File: src/rtl/ex_mem_branch_stage_if.sv
// EX-to-MEM boundary bundle: Execute results and controls in, Memory-stage
// registers, branch redirect and performance counters out.
interface ex_mem_branch_stage_if #(parameter int width = 32);
  logic             ex_valid;
  logic [width-1:0] ex_alu_out;
  logic [width-1:0] ex_rd2;
  logic [width-1:0] ex_branch_target;
  logic             ex_zero;
  logic [2:0]       ex_funct3;
  logic [4:0]       ex_rd;
  logic             ex_branch;
  logic             ex_mem_read;
  logic             ex_mem_write;
  logic             ex_reg_write;
  logic             ex_mem_to_reg;
  logic             mem_stall;
  logic             ex_ready;
  logic             mem_valid;
  logic             mem_mem_read;
  logic             mem_mem_write;
  logic             mem_reg_write;
  logic             mem_mem_to_reg;
  logic [width-1:0] mem_alu_out;
  logic [width-1:0] mem_wdata;
  logic [4:0]       mem_rd;
  logic             redirect_valid;
  logic [width-1:0] redirect_pc;
  logic             flush_ifid;
  logic             flush_idex;
  logic [31:0]      branch_count;
  logic [31:0]      taken_count;

  modport master (
    output ex_valid, ex_alu_out, ex_rd2, ex_branch_target, ex_zero, ex_funct3,
           ex_rd, ex_branch, ex_mem_read, ex_mem_write, ex_reg_write,
           ex_mem_to_reg, mem_stall,
    input  ex_ready, mem_valid, mem_mem_read, mem_mem_write, mem_reg_write,
           mem_mem_to_reg, mem_alu_out, mem_wdata, mem_rd, redirect_valid,
           redirect_pc, flush_ifid, flush_idex, branch_count, taken_count
  );

  modport slave (
    input  ex_valid, ex_alu_out, ex_rd2, ex_branch_target, ex_zero, ex_funct3,
           ex_rd, ex_branch, ex_mem_read, ex_mem_write, ex_reg_write,
           ex_mem_to_reg, mem_stall,
    output ex_ready, mem_valid, mem_mem_read, mem_mem_write, mem_reg_write,
           mem_mem_to_reg, mem_alu_out, mem_wdata, mem_rd, redirect_valid,
           redirect_pc, flush_ifid, flush_idex, branch_count, taken_count
  );
endinterface

File: src/rtl/ex_mem_branch_stage.sv
// EX/MEM pipeline register with BEQ/BNE resolution, one-cycle fetch redirect,
// wrong-path squash and branch/taken performance counters.
module ex_mem_branch_stage #(
  parameter int width = 32
) (
  input logic                  clk,
  input logic                  rst,
  ex_mem_branch_stage_if.slave bus
);

  logic             squash_pending;
  logic             eff_valid;
  logic             is_branch;
  logic             taken;
  logic             redirect_valid_q;
  logic [width-1:0] redirect_pc_q;

  always_comb begin
    eff_valid = bus.ex_valid & ~squash_pending;
    is_branch = eff_valid & bus.ex_branch;
    taken     = is_branch &
                (((bus.ex_funct3 == 3'b000) &  bus.ex_zero) |
                 ((bus.ex_funct3 == 3'b001) & ~bus.ex_zero));
  end

  assign bus.ex_ready       = ~bus.mem_stall;
  assign bus.redirect_valid = redirect_valid_q;
  assign bus.redirect_pc    = redirect_pc_q;
  assign bus.flush_ifid     = redirect_valid_q;
  assign bus.flush_idex     = redirect_valid_q;

  // EX -> MEM boundary: everything holds on stall except the redirect pulse
  always_ff @(posedge clk) begin
    if (rst) begin
      bus.mem_valid      <= 1'b0;
      bus.mem_mem_read   <= 1'b0;
      bus.mem_mem_write  <= 1'b0;
      bus.mem_reg_write  <= 1'b0;
      bus.mem_mem_to_reg <= 1'b0;
      bus.mem_alu_out    <= '0;
      bus.mem_wdata      <= '0;
      bus.mem_rd         <= '0;
      bus.branch_count   <= '0;
      bus.taken_count    <= '0;
      squash_pending     <= 1'b0;
      redirect_valid_q   <= 1'b0;
      redirect_pc_q      <= '0;
    end else if (bus.mem_stall) begin
      redirect_valid_q   <= 1'b0;
    end else begin
      bus.mem_valid      <= eff_valid;
      bus.mem_mem_read   <= bus.ex_mem_read   & eff_valid;
      bus.mem_mem_write  <= bus.ex_mem_write  & eff_valid;
      bus.mem_reg_write  <= bus.ex_reg_write  & eff_valid;
      bus.mem_mem_to_reg <= bus.ex_mem_to_reg & eff_valid;
      bus.mem_alu_out    <= bus.ex_alu_out;
      bus.mem_wdata      <= bus.ex_rd2;
      bus.mem_rd         <= bus.ex_rd;
      squash_pending     <= taken;
      redirect_valid_q   <= taken;
      if (taken) redirect_pc_q <= bus.ex_branch_target;
      if (is_branch) bus.branch_count <= bus.branch_count + 32'd1;
      if (taken) bus.taken_count <= bus.taken_count + 32'd1;
    end
  end

endmodule

File: src/flat_wrapper.sv
// flat-port wrapper written by rule: the top's interface ports become plain ports
module ex_mem_branch_stage_flat 
#(
  parameter int width = 32
)
  (clk, rst, bus_ex_valid, bus_ex_alu_out, bus_ex_rd2, bus_ex_branch_target, bus_ex_zero, bus_ex_funct3, bus_ex_rd, bus_ex_branch, bus_ex_mem_read, bus_ex_mem_write, bus_ex_reg_write, bus_ex_mem_to_reg, bus_mem_stall, bus_ex_ready, bus_mem_valid, bus_mem_mem_read, bus_mem_mem_write, bus_mem_reg_write, bus_mem_mem_to_reg, bus_mem_alu_out, bus_mem_wdata, bus_mem_rd, bus_redirect_valid, bus_redirect_pc, bus_flush_ifid, bus_flush_idex, bus_branch_count, bus_taken_count);
  ex_mem_branch_stage_if #(.width(width)) bus_i ();
  input logic clk;
  input logic rst;
  input wire logic [$bits(bus_i.ex_valid)-1:0] bus_ex_valid;
  input wire logic [$bits(bus_i.ex_alu_out)-1:0] bus_ex_alu_out;
  input wire logic [$bits(bus_i.ex_rd2)-1:0] bus_ex_rd2;
  input wire logic [$bits(bus_i.ex_branch_target)-1:0] bus_ex_branch_target;
  input wire logic [$bits(bus_i.ex_zero)-1:0] bus_ex_zero;
  input wire logic [$bits(bus_i.ex_funct3)-1:0] bus_ex_funct3;
  input wire logic [$bits(bus_i.ex_rd)-1:0] bus_ex_rd;
  input wire logic [$bits(bus_i.ex_branch)-1:0] bus_ex_branch;
  input wire logic [$bits(bus_i.ex_mem_read)-1:0] bus_ex_mem_read;
  input wire logic [$bits(bus_i.ex_mem_write)-1:0] bus_ex_mem_write;
  input wire logic [$bits(bus_i.ex_reg_write)-1:0] bus_ex_reg_write;
  input wire logic [$bits(bus_i.ex_mem_to_reg)-1:0] bus_ex_mem_to_reg;
  input wire logic [$bits(bus_i.mem_stall)-1:0] bus_mem_stall;
  output wire logic [$bits(bus_i.ex_ready)-1:0] bus_ex_ready;
  output wire logic [$bits(bus_i.mem_valid)-1:0] bus_mem_valid;
  output wire logic [$bits(bus_i.mem_mem_read)-1:0] bus_mem_mem_read;
  output wire logic [$bits(bus_i.mem_mem_write)-1:0] bus_mem_mem_write;
  output wire logic [$bits(bus_i.mem_reg_write)-1:0] bus_mem_reg_write;
  output wire logic [$bits(bus_i.mem_mem_to_reg)-1:0] bus_mem_mem_to_reg;
  output wire logic [$bits(bus_i.mem_alu_out)-1:0] bus_mem_alu_out;
  output wire logic [$bits(bus_i.mem_wdata)-1:0] bus_mem_wdata;
  output wire logic [$bits(bus_i.mem_rd)-1:0] bus_mem_rd;
  output wire logic [$bits(bus_i.redirect_valid)-1:0] bus_redirect_valid;
  output wire logic [$bits(bus_i.redirect_pc)-1:0] bus_redirect_pc;
  output wire logic [$bits(bus_i.flush_ifid)-1:0] bus_flush_ifid;
  output wire logic [$bits(bus_i.flush_idex)-1:0] bus_flush_idex;
  output wire logic [$bits(bus_i.branch_count)-1:0] bus_branch_count;
  output wire logic [$bits(bus_i.taken_count)-1:0] bus_taken_count;
  assign bus_i.ex_valid = bus_ex_valid;
  assign bus_i.ex_alu_out = bus_ex_alu_out;
  assign bus_i.ex_rd2 = bus_ex_rd2;
  assign bus_i.ex_branch_target = bus_ex_branch_target;
  assign bus_i.ex_zero = bus_ex_zero;
  assign bus_i.ex_funct3 = bus_ex_funct3;
  assign bus_i.ex_rd = bus_ex_rd;
  assign bus_i.ex_branch = bus_ex_branch;
  assign bus_i.ex_mem_read = bus_ex_mem_read;
  assign bus_i.ex_mem_write = bus_ex_mem_write;
  assign bus_i.ex_reg_write = bus_ex_reg_write;
  assign bus_i.ex_mem_to_reg = bus_ex_mem_to_reg;
  assign bus_i.mem_stall = bus_mem_stall;
  assign bus_ex_ready = bus_i.ex_ready;
  assign bus_mem_valid = bus_i.mem_valid;
  assign bus_mem_mem_read = bus_i.mem_mem_read;
  assign bus_mem_mem_write = bus_i.mem_mem_write;
  assign bus_mem_reg_write = bus_i.mem_reg_write;
  assign bus_mem_mem_to_reg = bus_i.mem_mem_to_reg;
  assign bus_mem_alu_out = bus_i.mem_alu_out;
  assign bus_mem_wdata = bus_i.mem_wdata;
  assign bus_mem_rd = bus_i.mem_rd;
  assign bus_redirect_valid = bus_i.redirect_valid;
  assign bus_redirect_pc = bus_i.redirect_pc;
  assign bus_flush_ifid = bus_i.flush_ifid;
  assign bus_flush_idex = bus_i.flush_idex;
  assign bus_branch_count = bus_i.branch_count;
  assign bus_taken_count = bus_i.taken_count;
  ex_mem_branch_stage #(.width(width)) u_core (.clk(clk), .rst(rst), .bus(bus_i));
endmodule
File: config.mk
export PLATFORM = sky130hd
export DESIGN_NAME = ex_mem_branch_stage_flat
export DESIGN_NICKNAME = d
export VERILOG_FILES = /design/src/rtl/ex_mem_branch_stage_if.sv /design/src/rtl/ex_mem_branch_stage.sv /design/src/flat_wrapper.sv
export SDC_FILE = /design/constraint.sdc
export NUM_CORES = 1
export LEC_CHECK = 0
export CORE_AREA = 2 2 113 115
export DETAILED_ROUTE_END_ITERATION = 7
export DIE_AREA = 0 0 115 117
export DONT_BUFFER_PORTS = 1
export PLACE_DENSITY = 0.71
export SYNTH_ARGS = -nofsm -noshare
export SYNTH_HDL_FRONTEND = slang
export SYNTH_SLANG_ARGS = --single-unit
export TNS_END_PERCENT = 20
File: constraint.sdc
create_clock -name clk -period 4.91 [get_ports clk]
set_input_delay 0.982 -clock clk [delete_from_list [all_inputs] [get_ports clk]]
set_output_delay 0.982 -clock clk [all_outputs]
set_load 0.02 [all_outputs]
Word level (Yosys, flattened, before mapping)
Index checks and enable logic that the tools add are counted.
{"block": "totals", "regBits": 172, "in_bits": 114, "output_inout_bits": 174, "wordCells": 33}
{"block": "op_classes", "n_addsub": 2, "n_eq_ne": 1, "bitwise_logic": 13, "reduce_logical": 4}
{"operator": "$add 32x1->32 const B", "count": 2}
{"operator": "$and 1x1->1", "count": 9}
{"operator": "$reduce_and 2->1", "count": 2}
{"operator": "$eq 3x1->1 const B", "count": 1}
{"operator": "$logic_not 3->1", "count": 1}
{"operator": "$not 1->1", "count": 3}
{"operator": "$reduce_or 2->1", "count": 1}
{"operator": "$or 1x1->1", "count": 1}

Depth between registers and ports, before layout
{"block": "depth", "ltp_word": 5, "depth_mapped": 8, "depth_no_buf": 6}

Worst setup path after synthesis
OpenSTA, ideal clock, no wires.
{"block": "synth_timing", "path_kind": "input port to flip-flop", "from": "input bus_mem_stall", "to": "register u_core.bus.taken_count[31] (netlist bit)", "setup_ns": 0.132, "arrival_time_ns": 2.536, "required_ns": 4.778, "slack_ns": 2.241, "stages": 7, "path_buffers": 2, "path_cell_list": "clkbuf_1 -> nand4bb_1 -> buf_6 -> or4_4 -> nor4_4 -> a31o_2 -> a21oi_1"}
{"block": "synth_via", "elab_chain_len": 2}
{"element": "start, declared", "line_no": "flat_wrapper.sv:22", "source": "input wire logic [$bits(bus_i.mem_stall)-1:0] bus_mem_stall;"}
{"element": "$not 1->1"}
{"element": "$reduce_and 2->1 (no line)"}
{"element": "end signal, assigned", "line_no": "ex_mem_branch_stage.sv:63", "source": "if (taken) bus.taken_count <= bus.taken_count + 32'd1;"}
{"element": "end, declared", "line_no": "ex_mem_branch_stage_if.sv:48", "source": "redirect_pc, flush_ifid, flush_idex, branch_count, taken_count"}
Every way passes these cells.
A chain may end at the register's enable or synchronous reset.

Worst setup path after layout
Ends and elaborated chain as after synthesis.

==> run_results.csv <==
group,metric,value,unit
clocking,cts-root-buf,"clkbuf_16",
timing,timing_worst_slew_pin_value,1.15,ns
setup_path,reg2reg_depth,5,
synthesis,syn_nets,858,
finish,diodes,0,
timing,finalHoldViolations,0,
place,dp_slack,1.84,ns
finish,drive_gt1_share,6.40,%
timing,clock_skew,0.00977,ns
timing,slew_headroom,23.5,%
detailed_routing,wl_met3,1.37,mm
timing,setup_violations,0,
worst_hold_path,min-delay-start,"u_core.squash_pending",
detailed_routing,wl_met2,7.99,mm
synthesis,avgSynthCellArea,9.05,um^2
power,power_frac_comb,2.5,%
worst_hold_path,hold_end,"u_core.squash_pending",
die,die_w,115,um
die,initial_core_util,54.6,%
clocking,cts_resized,0,
timing,setup_ws,2.23,ns
clocking,numClockSinks,172,
worst_hold_path,hold_path_class,"reg -> reg",
finish,area_growth,9.24,%
die,dieArea,13500,um^2
setup_path,cp.required,5.26,ns
power,vdd_ir_drop_max,0.274,mV
finish,final_cell_mix,"dfxtp_1 (172), nor2_1 (134), nand2_1 (94)",
worst_hold_path,whs_path_depth,2,
setup_path,slowest_delay,0.76,ns
die,io_pins,288,
power,p_seq_share,51.8,%
clocking,clock_latency,0.43,ns
setup_path,path_max_fanout,77,
synthesis,synth_cell_types,36,
clocking,clockBufferDepth,2,
setup_path,cp.buffers_inverters,0,
global_routing,grt.total_usage,22.3,%
clocking,holdBufCountCts,0,
clocking,post_cts_buffers,0,
timing,drv_slew,0,
setup_path,worstPathCellList,"nand4bb_1 > or4_4 > nor4_4 > nand4_1 > a21oi_1",
die,num_rows,41,
global_routing,grt_pass1_wl,23.5,mm
detailed_routing,wl,15.7,mm
status,status,"finished, final reports clean",
timing,finalCritPeriodShare,54.6,%
setup_path,worstSetupStartpointType,"input port",
timing,finalSetupTns,0,ns
timing,rsz0062_at_grt,"no",
power,p_int,2.23,mW
finish,layout_commonest_cell,"dfxtp_1",
power,p_sw,683,uW
timing,max_clock_freq,0.373,GHz
global_routing,antenna_found_initial,0,
power,swShare,23.4,%
clocking,h-tree-depth,4,
synthesis,synth-seq-cells,172,
power,p_per_area,397,nW/um^2
power,pwr-share-clk,45.7,%
die,core_area,12300,um^2
detailed_routing,drt_drc_violations_left,0,
synthesis,yosys-top-cells-area,"dfxtp_1 (51%), mux2i_1 (10%), nor2_1 (7.5%)",
global_routing,grt_pass1_vias,4675,
setup_path,cp_slowest_cell,"or4_4",
global_routing,overflow,0,
clocking,clkTransAtPathRegs,0.06,ns
detailed_routing,drtIter0Drc,314,
power,p_leak,2.75,nW
setup_path,cp_top_family,"simple AND/OR/NAND/NOR gates",
synthesis,yosysSeqAreaShare,51.3,%
place,dpl_cell_area,6750,um^2
setup_path,regToRegSetupSlack,2.47,ns
synthesis,synth_top_area_cell,"dfxtp_1",
detailed_routing,first_pass_iters,6,
synthesis,synth.cell_area,6720,um^2
detailed_routing,vias,5061,
clocking,cts_tree,"built",
setup_path,crit_type,"in -> reg",
global_routing,grt_max_degree,173,
clocking,cts_buffers,17,
setup_path,cp.arrival,3.03,ns
timing,finalCriticalPeriod,2.68,ns
finish,finish.utilization,59.6,%
die,die_h,117,um
detailed_routing,via_per_inst,5.73,
detailed_routing,ant_nets,0,
place,globalplace.congestion,0.883,
synthesis,ys_warn_count,0,
setup_path,r2r_start,"u_core.squash_pending",
detailed_routing,top_layer_used,"met4",
synthesis,yosysTopAreaCellShare,51.3,%
detailed_routing,wl_per_cell,17.8,um
place,portBuffers,0,
finish,final_area,7340,um^2
place,hpwl,11.2,mm
setup_path,worstReg2RegEnd,"u_core.bus.taken_count[31]",
detailed_routing,wl_met1,5.97,mm
run,maxCapViolations,0,
synthesis,syn_inst,742,
finish,finalNetCount,837,
setup_path,crit_path_end_kind,"flip-flop",
[metrics by stage]
step           instances  hold slack (ns)  power [mW]
2_1_floorplan        742            0.463        1.63
3_3_place_gp         852            0.488        1.61
3_5_place_dp         852            0.488        1.62
4_1_cts              884            0.498        2.93
5_1_grt              884            0.535        3.01
6_report             884            0.497        2.91
[metal layers]
metal / up-vias / track usage, %
met4: 0 / 10.8
met1: 2387 / 24.3
li1: 2444 / -
met5: - / 0
met2: 200 / 37.4
met3: 30 / 9.78
[synthesized netlist by cell type]
library cell  instances
ha_1                  2
or4_4                 2
or4_1                 3
buf_4                 3
or3_1                10
and4_1                4
or2_2                 3
nor3_2                1
dfxtp_1             172
nand3_1              21
clkbuf_1             34
nand4bb_1             1
and2_1                1
o31ai_1               1
buf_6                 1
nor2_1              134
nand2_1              94
nand4b_1              1
nand4_1              19
o21ai_0               8
buf_1                 4
a21oi_1              50
and3_1               10
mux2i_1              70
nor4_1                8
nor4_2                3
and4bb_2              1
xnor2_1              26
a31o_2                1
nor2b_1               3
xor2_1               27
nor4_4                2
a21o_1                1
inv_1                12
nor3_1                8
or2_0                 1
[cells by family (layout without fill, tap and decap cells)]
logic type      count (synthesis)  after routing  synth area share, %
flops                         172            172                 51.3
buf+inv                        54             46                 3.30
mux                            70             70                 10.4
simple gates                  330            330                 23.0
xor+xnor                       53             53                 6.91
fa+ha+maj                       2              2                0.373
compound gates                 61             61                 4.68
[layout make-up]
type | count | area [um^2]
tap | 150 | 188
inverter | 12 | 45.0
fill | 1055 | 4970
clock inverter | 15 | 163
clock buffer | 17 | 425
multi-input combinational | 516 | 3060
sequential | 172 | 3440
timing repair buffer | 2 | 15.0
[worst min-delay path, stage by stage, from the launching register on]
cell	delay, ns
dfxtp_1	0.33
nand2_1	0.07
a21oi_1	0.05
[power by group through the flow]
stage	clock (mW)	sequential [mW]	combinational (mW)
6_report	1.33	1.51	0.0717
4_1_cts	1.35	1.51	0.0733
3_5_place_dp	0	1.54	0.0736
3_3_place_gp	0	1.54	0.0689
2_1_floorplan	0	1.53	0.0958
5_1_grt	1.42	1.51	0.0816
[worst max-delay path by stage]
stage                          start                          to  slack, ns  cells after the start
floorplan              bus_mem_stall  u_core.bus.taken_count[31]       2.24                      7
CTS                    bus_mem_stall  u_core.bus.taken_count[31]       2.29                      5
detailed placement     bus_mem_stall  u_core.bus.taken_count[31]       1.84                      5
global placement       bus_mem_stall  u_core.bus.taken_count[31]       1.85                      5
finish                 bus_mem_stall  u_core.bus.taken_count[31]       2.23                      5
global route        bus_ex_funct3[0]   u_core.bus.redirect_pc[2]       2.11                      5
No activity file was read; power rests on OpenSTA's default activity.
